File: config.mk
export PLATFORM = sky130hd
export DESIGN_NAME = rs_issue_scheduler_flat
export DESIGN_NICKNAME = d
export VERILOG_FILES = /design/src/rtl/rs_issue_scheduler_if.sv /design/src/rtl/rs_issue_scheduler.sv /design/src/flat_wrapper.sv
export SDC_FILE = /design/constraint.sdc
export NUM_CORES = 1
export LEC_CHECK = 0
export ABC_AREA = 1
export CORE_UTILIZATION = 57
export DETAILED_ROUTE_END_ITERATION = 10
export DONT_BUFFER_PORTS = 1
export GPL_ROUTABILITY_DRIVEN = 0
export PLACE_DENSITY = 0.78
export SYNTH_ARGS = -nofsm -noshare
export SYNTH_HDL_FRONTEND = slang
export SYNTH_SLANG_ARGS = --single-unit
File: constraint.sdc
create_clock -name clock -period 4.7 [get_ports clock]
set_input_delay 1.175 -clock clock [delete_from_list [all_inputs] [get_ports clock]]
set_output_delay 1.175 -clock clock [all_outputs]
set_load 0.02 [all_outputs]
File: src/rtl/rs_issue_scheduler_if.sv
// Handshake and status bundle between the decoder/stations side (master)
// and the reservation-station issue scheduler (slave).
interface rs_issue_scheduler_if #(
  parameter int NUM_ENTRIES = 4,
  parameter int IDX_WIDTH   = 2
);
  logic                   flush;
  logic                   dispatch_valid;
  logic                   dispatch_ready;
  logic                   alloc_we;
  logic [IDX_WIDTH-1:0]   alloc_idx;
  logic [NUM_ENTRIES-1:0] entry_ready;
  logic                   issue_valid;
  logic [IDX_WIDTH-1:0]   issue_idx;
  logic                   issue_ready;
  logic                   clear_en;
  logic [IDX_WIDTH-1:0]   clear_idx;
  logic [IDX_WIDTH:0]     occupancy;
  logic                   empty;
  logic                   full;

  modport master (
    output flush, dispatch_valid, entry_ready, issue_ready,
    input  dispatch_ready, alloc_we, alloc_idx, issue_valid, issue_idx,
           clear_en, clear_idx, occupancy, empty, full
  );

  modport slave (
    input  flush, dispatch_valid, entry_ready, issue_ready,
    output dispatch_ready, alloc_we, alloc_idx, issue_valid, issue_idx,
           clear_en, clear_idx, occupancy, empty, full
  );
endinterface

File: src/rtl/rs_issue_scheduler.sv
// Reservation-station allocator and oldest-first issue selector.
// State is a busy bit plus an age rank per entry; all outputs are combinational.
module rs_issue_scheduler #(
  parameter int NUM_ENTRIES = 4,
  parameter int IDX_WIDTH   = 2
) (
  input  logic                 clock,
  input  logic                 reset,
  rs_issue_scheduler_if.slave  bus
);

  logic [NUM_ENTRIES-1:0] busy_q, busy_d;
  logic [IDX_WIDTH-1:0]   rank_q [NUM_ENTRIES];
  logic [IDX_WIDTH-1:0]   rank_d [NUM_ENTRIES];

  logic [IDX_WIDTH:0]     occ;
  logic                   full_w;
  logic                   alloc_found;
  logic [IDX_WIDTH-1:0]   alloc_idx_w;
  logic                   sel_found;
  logic [IDX_WIDTH-1:0]   sel_idx;
  logic [IDX_WIDTH-1:0]   sel_rank;
  logic                   dispatch_ready_w;
  logic                   dispatch_fire;
  logic                   issue_valid_w;
  logic                   issue_fire;
  logic [IDX_WIDTH-1:0]   new_rank;

  always_comb begin
    occ = '0;
    for (int unsigned i = 0; i < NUM_ENTRIES; i++) begin
      occ = occ + {{IDX_WIDTH{1'b0}}, busy_q[IDX_WIDTH'(i)]};
    end
  end

  assign full_w = (occ == (IDX_WIDTH+1)'(NUM_ENTRIES));

  // Lowest free index, from registered busy bits only: a slot freed by an
  // issue this cycle becomes allocatable on the following cycle.
  always_comb begin
    alloc_found = 1'b0;
    alloc_idx_w = '0;
    for (int unsigned i = 0; i < NUM_ENTRIES; i++) begin
      if (!busy_q[IDX_WIDTH'(i)] && !alloc_found) begin
        alloc_found = 1'b1;
        alloc_idx_w = IDX_WIDTH'(i);
      end
    end
  end

  // Oldest busy and ready entry. Ranks never change without an issue, so the
  // selection stays put under backpressure unless an older entry wakes up.
  always_comb begin
    sel_found = 1'b0;
    sel_idx   = '0;
    sel_rank  = '0;
    for (int unsigned i = 0; i < NUM_ENTRIES; i++) begin
      if (busy_q[IDX_WIDTH'(i)] && bus.entry_ready[IDX_WIDTH'(i)] &&
          (!sel_found || (rank_q[IDX_WIDTH'(i)] < sel_rank))) begin
        sel_found = 1'b1;
        sel_idx   = IDX_WIDTH'(i);
        sel_rank  = rank_q[IDX_WIDTH'(i)];
      end
    end
  end

  assign dispatch_ready_w = !full_w && !bus.flush && !reset;
  assign dispatch_fire    = bus.dispatch_valid && dispatch_ready_w;
  assign issue_valid_w    = sel_found && !bus.flush && !reset;
  assign issue_fire       = issue_valid_w && bus.issue_ready;
  assign new_rank         = IDX_WIDTH'(occ - {{IDX_WIDTH{1'b0}}, issue_fire});

  always_comb begin
    busy_d = busy_q;
    for (int unsigned i = 0; i < NUM_ENTRIES; i++) begin
      rank_d[IDX_WIDTH'(i)] = rank_q[IDX_WIDTH'(i)];
    end
    if (reset || bus.flush) begin
      busy_d = '0;
      for (int unsigned i = 0; i < NUM_ENTRIES; i++) begin
        rank_d[IDX_WIDTH'(i)] = '0;
      end
    end else begin
      for (int unsigned i = 0; i < NUM_ENTRIES; i++) begin
        if (issue_fire && (IDX_WIDTH'(i) == sel_idx)) begin
          busy_d[IDX_WIDTH'(i)] = 1'b0;
          rank_d[IDX_WIDTH'(i)] = '0;
        end else if (issue_fire && busy_q[IDX_WIDTH'(i)] &&
                     (rank_q[IDX_WIDTH'(i)] > sel_rank)) begin
          rank_d[IDX_WIDTH'(i)] = rank_q[IDX_WIDTH'(i)] - 1'b1;
        end
      end
      // The allocated slot is never busy, so it cannot collide with the issuer.
      if (dispatch_fire) begin
        busy_d[alloc_idx_w] = 1'b1;
        rank_d[alloc_idx_w] = new_rank;
      end
    end
  end

  always_ff @(posedge clock) begin
    busy_q <= busy_d;
    for (int unsigned i = 0; i < NUM_ENTRIES; i++) begin
      rank_q[IDX_WIDTH'(i)] <= rank_d[IDX_WIDTH'(i)];
    end
  end

  assign bus.dispatch_ready = dispatch_ready_w;
  assign bus.alloc_we       = dispatch_fire;
  assign bus.alloc_idx      = alloc_idx_w;
  assign bus.issue_valid    = issue_valid_w;
  assign bus.issue_idx      = issue_valid_w ? sel_idx : '0;
  assign bus.clear_en       = issue_fire;
  assign bus.clear_idx      = issue_valid_w ? sel_idx : '0;
  assign bus.occupancy      = occ;
  assign bus.empty          = (occ == '0);
  assign bus.full           = full_w;

  // Busy ranks must be a permutation of 0..occupancy-1.
  always_ff @(posedge clock) begin
    if (!reset) begin
      for (int unsigned i = 0; i < NUM_ENTRIES; i++) begin
        if (busy_q[IDX_WIDTH'(i)]) begin
          assert ({1'b0, rank_q[IDX_WIDTH'(i)]} < occ)
            else $error("rank out of range at entry %0d", i);
          for (int unsigned j = i + 1; j < NUM_ENTRIES; j++) begin
            if (busy_q[IDX_WIDTH'(j)]) begin
              assert (rank_q[IDX_WIDTH'(i)] != rank_q[IDX_WIDTH'(j)])
                else $error("duplicate rank at entries %0d and %0d", i, j);
            end
          end
        end
      end
    end
  end

endmodule

File: src/flat_wrapper.sv
// flat-port wrapper written by rule: the top's interface ports become plain ports
module rs_issue_scheduler_flat 
#(
  parameter int NUM_ENTRIES = 4,
  parameter int IDX_WIDTH   = 2
)
  (clock, reset, bus_flush, bus_dispatch_valid, bus_entry_ready, bus_issue_ready, bus_dispatch_ready, bus_alloc_we, bus_alloc_idx, bus_issue_valid, bus_issue_idx, bus_clear_en, bus_clear_idx, bus_occupancy, bus_empty, bus_full);
  rs_issue_scheduler_if #(.NUM_ENTRIES(NUM_ENTRIES), .IDX_WIDTH(IDX_WIDTH)) bus_i ();
  input  logic clock;
  input  logic reset;
  input wire logic [$bits(bus_i.flush)-1:0] bus_flush;
  input wire logic [$bits(bus_i.dispatch_valid)-1:0] bus_dispatch_valid;
  input wire logic [$bits(bus_i.entry_ready)-1:0] bus_entry_ready;
  input wire logic [$bits(bus_i.issue_ready)-1:0] bus_issue_ready;
  output wire logic [$bits(bus_i.dispatch_ready)-1:0] bus_dispatch_ready;
  output wire logic [$bits(bus_i.alloc_we)-1:0] bus_alloc_we;
  output wire logic [$bits(bus_i.alloc_idx)-1:0] bus_alloc_idx;
  output wire logic [$bits(bus_i.issue_valid)-1:0] bus_issue_valid;
  output wire logic [$bits(bus_i.issue_idx)-1:0] bus_issue_idx;
  output wire logic [$bits(bus_i.clear_en)-1:0] bus_clear_en;
  output wire logic [$bits(bus_i.clear_idx)-1:0] bus_clear_idx;
  output wire logic [$bits(bus_i.occupancy)-1:0] bus_occupancy;
  output wire logic [$bits(bus_i.empty)-1:0] bus_empty;
  output wire logic [$bits(bus_i.full)-1:0] bus_full;
  assign bus_i.flush = bus_flush;
  assign bus_i.dispatch_valid = bus_dispatch_valid;
  assign bus_i.entry_ready = bus_entry_ready;
  assign bus_i.issue_ready = bus_issue_ready;
  assign bus_dispatch_ready = bus_i.dispatch_ready;
  assign bus_alloc_we = bus_i.alloc_we;
  assign bus_alloc_idx = bus_i.alloc_idx;
  assign bus_issue_valid = bus_i.issue_valid;
  assign bus_issue_idx = bus_i.issue_idx;
  assign bus_clear_en = bus_i.clear_en;
  assign bus_clear_idx = bus_i.clear_idx;
  assign bus_occupancy = bus_i.occupancy;
  assign bus_empty = bus_i.empty;
  assign bus_full = bus_i.full;
  rs_issue_scheduler #(.NUM_ENTRIES(NUM_ENTRIES), .IDX_WIDTH(IDX_WIDTH)) u_core (.clock(clock), .reset(reset), .bus(bus_i));
endmodule
# After elaboration in Yosys (flattened, before gate mapping)
# Memory sizes are Yosys's and may differ from the RTL's.
# Cells that the tools add are included.
# totals
inputBits	9
reg_bits	4
mem_bits_rw	8
memories	1
wordCells	120
# mem_list
name	words	word_bits	read_ports	rd_ports_with_merged_regs	wr	line_no	text
u_core.rank_q	4	2	4	0	4	rs_issue_scheduler.sv:13	logic [IDX_WIDTH-1:0] rank_q [NUM_ENTRIES];
# classes
n_mux	46
n_addsub	8
n_reduce_logical	47
eq_ne	4
n_bitwise	2
magnitude_cmp	11
# ops
operator	n
2-to-1 mux 2 bit	22
logical AND 1 bit	30
2-to-1 mux 1 bit	18
2-to-1 mux 8 bit	2
zero test 1 bit	11
bitwise mux 8 bit	1
greater-than comparator 2 bit	4
subtractor 2 x 1 -> 2 bit (second input constant)	4
adder 3 x 1 -> 3 bit	2
< comparator 2 bit	3
demux 2 bit (select 2 bit)	1
equality test 2 bit (first input constant)	2
logical OR 1 bit	4
2-to-1 mux 4 bit	1
bitwise OR 4 bit	1
equality test 3 bit (second input constant)	1
>= comparator 3 bit (second input constant)	1
zero test 3 bit	1
< comparator 2 x 3 -> 1 bit (second input constant)	1
< comparator 3 x 1 -> 1 bit (second input constant)	1
inverter 2 -> 3 bit	1
adder 1 x 1 -> 2 bit	1
demux 1 bit (select 2 bit)	1
equality test 1 x 2 -> 1 bit (first input constant)	1
other kinds (3)	3

# Logic depth before layout (Yosys ltp)
# Gate-level depths: netlist of the first run.
# logic_depth
depth_word	25
depth_mapped	34

# Worst setup path after synthesis of the first run
# Ideal clock, no wire load.
# synth_timing
path_type	input to output
startpoint	in bus_entry_ready[0]
endpoint	out bus_issue_idx[1]
t_required_ps	3525
slack_ps	-417
t_arrival_ps	3942
cell_stages	22
path_cell_list	nand2_1 inv_1 nand2_1 ha_1 nand2_1 nand2_1 nand2_2 nand2_4 o21ai_0 ha_1 nand2_1 nand2_1 nand2_2 nand2_4 o21ai_0 ha_1 nand2_1 nand2_1 nand2_2 nand2_4 a21oi_1 buf_4
# synth_via
elab_chain_len	17
# synth_lines
item	line_no	text
start: declaration	flat_wrapper.sv:13	input wire logic [$bits(bus_i.entry_ready)-1:0] bus_entry_ready;
logical AND 1 bit (*)	rs_issue_scheduler.sv:58	if (busy_q[IDX_WIDTH'(i)] && bus.entry_ready[IDX_WIDTH'(i)] &&
2-to-1 mux 2 bit / 2-to-1 mux 1 bit (equally long branches)	rs_issue_scheduler.sv:58	
< comparator 2 bit / zero test 1 bit (equally long branches)	rs_issue_scheduler.sv:59	(!sel_found || (rank_q[IDX_WIDTH'(i)] < sel_rank))) begin
logical OR 1 bit	rs_issue_scheduler.sv:59	
logical AND 1 bit	rs_issue_scheduler.sv:58	
2-to-1 mux 2 bit / 2-to-1 mux 1 bit (equally long branches)	rs_issue_scheduler.sv:58	
< comparator 2 bit / zero test 1 bit (equally long branches)	rs_issue_scheduler.sv:59	
logical OR 1 bit	rs_issue_scheduler.sv:59	
logical AND 1 bit	rs_issue_scheduler.sv:58	
2-to-1 mux 2 bit / 2-to-1 mux 1 bit (equally long branches)	rs_issue_scheduler.sv:58	
< comparator 2 bit / zero test 1 bit (equally long branches)	rs_issue_scheduler.sv:59	
logical OR 1 bit	rs_issue_scheduler.sv:59	
logical AND 1 bit	rs_issue_scheduler.sv:58	
2-to-1 mux 1 bit	rs_issue_scheduler.sv:58	
logical AND 1 bit (2 in series)	rs_issue_scheduler.sv:69	assign issue_valid_w = sel_found && !bus.flush && !reset;
2-to-1 mux 2 bit (*)	-	
end: declaration	flat_wrapper.sv:19	output wire logic [$bits(bus_i.issue_idx)-1:0] bus_issue_idx;
# Every way passes the cells marked *; elsewhere a longest branch is shown, timed or not.

==> results.json, run 1 <==
{
  "post-dp-hpwl_um": 2560,
  "min_to": "u_core.busy_q[1]",
  "antenna_found_initial": 0,
  "vias": 1504,
  "r2r-start": "u_core.busy_q[0]",
  "async_flop_share_pct": 0,
  "synthMostInstantiatedCell": "nand2_1",
  "io_pins": 24,
  "netlist_top_cells_count": "nand2_1, inv_1, nor2_1",
  "fin_crit_ps": 4960,
  "worstReg2RegEnd": "u_core.rank_q[2][1]",
  "hold_viol_final": 0,
  "whs_path_depth": 2,
  "worst_slack_ps": -256,
  "synth_edf_count": 0,
  "timing.final.crit_share_pct": 105,
  "power_uw": 201,
  "h-tree-depth": 1,
  "failed_checks": "setup timing",
  "critPathSlowestCell": "ha_1",
  "worst_setup_path_end_kind": "flip-flop",
  "path_max_fanout": 4,
  "start_util_pct": 63.7,
  "crit_type": "in2reg",
  "synth_nets": 221,
  "leakage_nw": 0.849,
  "slowest_delay_ps": 300,
  "drv_cap": 0,
  "synth_area_per_cell_um2": 6.67,
  "fill_cells": 95,
  "fin_nets": 256,
  "yosysWarnings": 0,
  "cp_common_cell": "nand2_2",
  "ant_nets": 0,
  "outcome": "finished with violations",
  "routed_wl_um": 4460,
  "firstDrtPassIters": 4,
  "reg2regPathDepth": 37,
  "ir_drop_v": 0.000143,
  "post_drt_wl_per_cell_um": 17.4,
  "die_height_um": 49.8,
  "overflow": 0,
  "min_path_type": "reg2reg",
  "yosysTopAreaCellShare_pct": 18.5,
  "drive_above_1_share_pct": 38.0,
  "row_count": 16,
  "ys_top_cells_by_area": "dfxtp_1, ha_1, nand2_1",
  "synth-main-ff-cell": "dfxtp_1",
  "grt_first_pass_wirelength_um": 6040,
  "cts_tree": "yes",
  "slew_viol_final": 0,
  "min_from": "u_core.busy_q[1]",
  "grt_usage_pct": 31.7,
  "path_clk_slew_ps": 80,
  "grt_max_degree": 15,
  "synth_seq_cells": 12,
  "clk_path_buf_depth": 2,
  "powerDensity_nw_per_um2": 110,
  "regToRegSetupSlack_ps": 100,
  "netlist_area_um2": 1300,
  "antenna_cells": 0,
  "synth_top_area_cell": "dfxtp_1",
  "core_um2": 2040,
  "ys_seq_area_share_pct": 18.5,
  "synthCells": 195,
  "max_freq_mhz": 202,
  "die-area_um2": 2480,
  "worst_pin_slew_ps": 610,
  "start_kind": "input port",
  "drtIter0Drc": 65,
  "drc": 0,
  "rsz0062_at_grt": "true",
  "fin_tns_setup_ps": -1700,
  "setup_viol": 9,
  "worst_ep_arrival_time_ps": 5160,
  "cp.required_ps": 4900,
  "root_buffer": "clkbuf_4",
  "clk_latency_ps": 280,
  "die_w_um": 49.8,
  "synthDistinctLibCells": 24,
  "vias_per_cell": 5.88,
  "area_delta_synth_final_pct": 40.1,
  "slew_headroom_pct": 59.0,
  "clock_skew_ps": 7.65,
  "cts_sinks": 12,
  "grt_pass1_vias": 1450,
  "numCtsBuffers": 3,
  "port_buffers": 0
}
-- sequential cells by signal, indices dropped and copies added, names as in the netlist --
signal         cells
u_core.busy_q      4
u_core.rank_q      8
-- routing by layer --
layer  vias up  part of all wire (%)  GRT usage, %
li1        682                     -             -
met4         0                   6.3          14.3
met1       681                    37          37.0
met3        33                   7.6          3.70
met2       108                    49          57.2
met5         -                     0             0
-- through the flow --
step	hold slack (ps)	cells	utilization [%]	instance area [µm²]	setup slack, ps
2_1_floorplan	484	195	-	1380	-51.4
3_3_place_gp	537	233	75.1	1530	-101
3_5_place_dp	551	233	75.1	1530	-321
4_1_cts	562	252	82.5	1690	-42.4
5_1_grt	608	256	89.2	1820	-482
6_report	571	256	89.2	1820	-256
-- final cells by class --
cell class | count | area [µm²] | area share [%]
tap | 27 | 33.8 | 1.85
inverter | 37 | 144 | 7.90
sequential | 12 | 240 | 13.2
timing repair buffer | 33 | 293 | 16.1
clock buffer | 4 | 36.3 | 1.99
multi-input combinational | 143 | 1070 | 59.0
-- worst max path at each step --
stage	start	endpoint	slack, ps	depth (start not counted)
final	bus_entry_ready[0]	u_core.rank_q[2][1]	-260	37
after floorplan	bus_entry_ready[0]	bus_issue_idx[0]	-50	23
after global routing	bus_entry_ready[0]	u_core.rank_q[0][1]	-480	36
after detailed placement	bus_entry_ready[0]	u_core.rank_q[0][0]	-320	32
after CTS	bus_entry_ready[0]	bus_clear_idx[1]	-40	25
after global placement	bus_entry_ready[0]	u_core.rank_q[0][1]	-100	32
-- worst max-delay path: cells and delay by family --
family / cells / cell delay (ps)
XOR/XNOR: 1 / 200
AO/OA/AOI/OAI: 5 / 450
AND/OR/NAND/NOR: 21 / 1630
adder cells (fa/ha/maj): 4 / 1090
buffers and inverters: 6 / 590
-- kinds of logic after synthesis --
logic type,after synthesis,synth area share (%)
compound gates,27,13.2
xor+xnor,8,5.39
fa+ha+maj,17,16.9
buf+inv,40,12.1
flops,12,18.5
simple gates,91,33.9
-- cells in the final DEF, fill, tap and decap left out, types with 3 or more instances in the layout --
cell,instances
ha_1,12
xor2_1,8
nand2_1,33
inv_1,32
clkbuf_4,3
inv_2,4
buf_4,28
dfxtp_1,12
a21oi_2,9
nand2_2,9
a21oi_1,7
nor2_1,21
nand3_1,8
nand2_4,7
nand3_2,5
buf_12,3
ha_4,4
-- timing repair --
item                                    CTS  global route
hold buffers                              0             0
pin swaps                                16            22
gates cloned                              0             0
endpoints found under the setup margin    6            12
resized for setup                         1            24
buffers inserted                         15             5
-- power by group --
group | internal, mW | switching (mW)
combinational | 0.00348 | 0.0103
sequential | 0.102 | 0.000498
clock | 0.0471 | 0.0376
total | 0.152 | 0.0484
Power figures use the tool's default switching activity.
==> inputs of run 2 (changes only) <==
clock period = 4.2 ns   (was 4.7 ns; I/O delays follow)
==> run 2 against run 1 <==
The flow still finishes with violations (setup timing); sequential power grew 12%; combinational power grew 19%; final cell count grew 0.39%; power grew 11%; register-to-register slack lost 320 ps; count of clock-buffer cells in the layout is the same; via count shrank 0.20%; non-clock buffer count grew 1; flip-flop and latch count is the same; wire length shrank 5.5%; sequential share of layout area grew 0.21 points; final area shrank 1.6%; critical path type unchanged; critical endpoint unchanged; largest power group unchanged; highest routed layer unchanged.
==> results.json, run 2 (synthesis results as in run 1) <==
{
  "failed_checks": "setup timing",
  "port_buffers": 0,
  "min_path_type": "reg2reg",
  "fin_nets": 257,
  "fin_tns_setup_ps": -4190,
  "grt_pass1_vias": 1350,
  "final_cell_mix": "inv_1, nand2_1, buf_4",
  "timing.final.crit_share_pct": 112,
  "root_buffer": "clkbuf_4",
  "largest_reg_flops": 8,
  "min_from": "u_core.busy_q[1]",
  "crit_type": "in2reg",
  "path_delay_family": "simple AND/OR/NAND/NOR gates",
  "setup_viol": 12,
  "biggestRegsByFlops": "u_core.rank_q: 8 flops, u_core.busy_q: 4 flops",
  "regToRegSetupSlack_ps": -220,
  "slew_headroom_pct": 58.5,
  "core_um2": 2040,
  "clk_path_buf_depth": 2,
  "leakage_nw": 0.853,
  "path_max_fanout": 5,
  "clk_latency_ps": 270,
  "antenna_found_initial": 0,
  "worst_ep_arrival_time_ps": 4910,
  "post_drt_wl_per_cell_um": 16.4,
  "powerDensity_nw_per_um2": 124,
  "max_freq_mhz": 212,
  "firstDrtPassIters": 5,
  "fin_crit_ps": 4720,
  "io_pins": 24,
  "vias": 1501,
  "grt_first_pass_wirelength_um": 5760,
  "drv_cap": 0,
  "overflow": 0,
  "post-dp-hpwl_um": 2550,
  "min_to": "u_core.busy_q[1]",
  "clock_skew_ps": 10.1,
  "start_util_pct": 63.7,
  "critPathSlowestCell": "ha_1",
  "cp_common_cell": "nand2_2",
  "r2r-start": "u_core.busy_q[0]",
  "drive_above_1_share_pct": 38.3,
  "grt_max_degree": 15,
  "cts_tree": "yes",
  "drtIter0Drc": 63,
  "reg2regPathDepth": 35,
  "routed_wl_um": 4220,
  "die_w_um": 49.8,
  "worst_setup_path_end_kind": "flip-flop",
  "slew_viol_final": 0,
  "met3_usage_pct": 2.16,
  "grt_usage_pct": 30.5,
  "place_inst": 238,
  "rsz0062_at_grt": "true",
  "use_met2_pct": 56.5,
  "grtUsageMet1_pct": 35.2,
  "grt_most_used_layer": "met2",
  "ant_nets": 0,
  "worstReg2RegEnd": "u_core.rank_q[2][1]",
  "die-area_um2": 2480,
  "row_count": 16,
  "hold_buffers": 0,
  "die_height_um": 49.8,
  "h-tree-depth": 1,
  "start_kind": "input port",
  "path_clk_slew_ps": 80,
  "outcome": "finished with violations",
  "instances_no_fill": 257,
  "vias_per_cell": 5.84,
  "hold_viol_final": 0,
  "path_buf_inv": 4,
  "numCtsBuffers": 3,
  "cts_sinks": 12,
  "cp.required_ps": 4390,
  "worst_slack_ps": -518,
  "largest-register": "u_core.rank_q",
  "ir_drop_v": 0.000163,
  "drc": 0,
  "post-route-util_pct": 87.8,
  "final_common_cell": "inv_1",
  "slowest_delay_ps": 320,
  "area_delta_synth_final_pct": 37.9,
  "whs_path_depth": 2,
  "antenna_cells": 0,
  "worst_pin_slew_ps": 618,
  "power_uw": 222
}
run 2: changes by cell type in the layout (fill, tap and decap cells not counted), sizes merged:
cell	previous run	this run
buf	33	34
run 2: per-layer routing:
metal  up-vias  wire [µm]
met5         -          0
met4         0        193
met3        22        339
met2        96       2030
met1       693       1660
li1        690          -
run 2: worst max path at each step:
stage | startpoint | end | slack (ps) | cells after the start
after floorplan | bus_entry_ready[0] | bus_issue_idx[0] | -300 | 23
after global placement | bus_entry_ready[0] | bus_issue_idx[0] | -300 | 25
after detailed placement | bus_entry_ready[0] | u_core.rank_q[0][1] | -500 | 35
after CTS | bus_entry_ready[0] | bus_issue_idx[1] | -320 | 25
after global routing | bus_entry_ready[0] | u_core.rank_q[2][1] | -660 | 35
final | bus_entry_ready[0] | u_core.rank_q[2][1] | -520 | 35
run 2: layout make-up:
type,instances,area [µm²]
tap,27,33.8
clock buffer,4,36.3
inverter,37,144
fill,107,249
timing repair buffer,34,288
sequential,12,240
multi-input combinational,143,1050
run 2: power breakdown:
| group | internal, mW | switching (mW) | total (mW) |
|---|---|---|---|
| combinational | 0.00487 | 0.0115 | 0.0163 |
| clock | 0.0526 | 0.0388 | 0.0914 |
| sequential | 0.114 | 0.000434 | 0.114 |
run 2: repair_timing:
action	in CTS	in global routing
endpoints found under the setup margin	12	12
pin swaps	25	27
gates cloned	0	0
gates resized for setup	5	16
setup buffers	11	4
run 2: per-stage QoR:
step / hold WS (ps) / instance area (µm²) / worst slack (ps)
6_report: 577 / 1790 / -518
5_1_grt: 602 / 1790 / -661
4_1_cts: 556 / 1700 / -320
3_5_place_dp: 545 / 1560 / -501
3_3_place_gp: 534 / 1560 / -295
2_1_floorplan: 484 / 1380 / -305
run 2: tightest hold or removal path: stages (launching register included):
cell and delay (ps):
dfxtp_1 390, nand2_1 100, a21oi_1 50
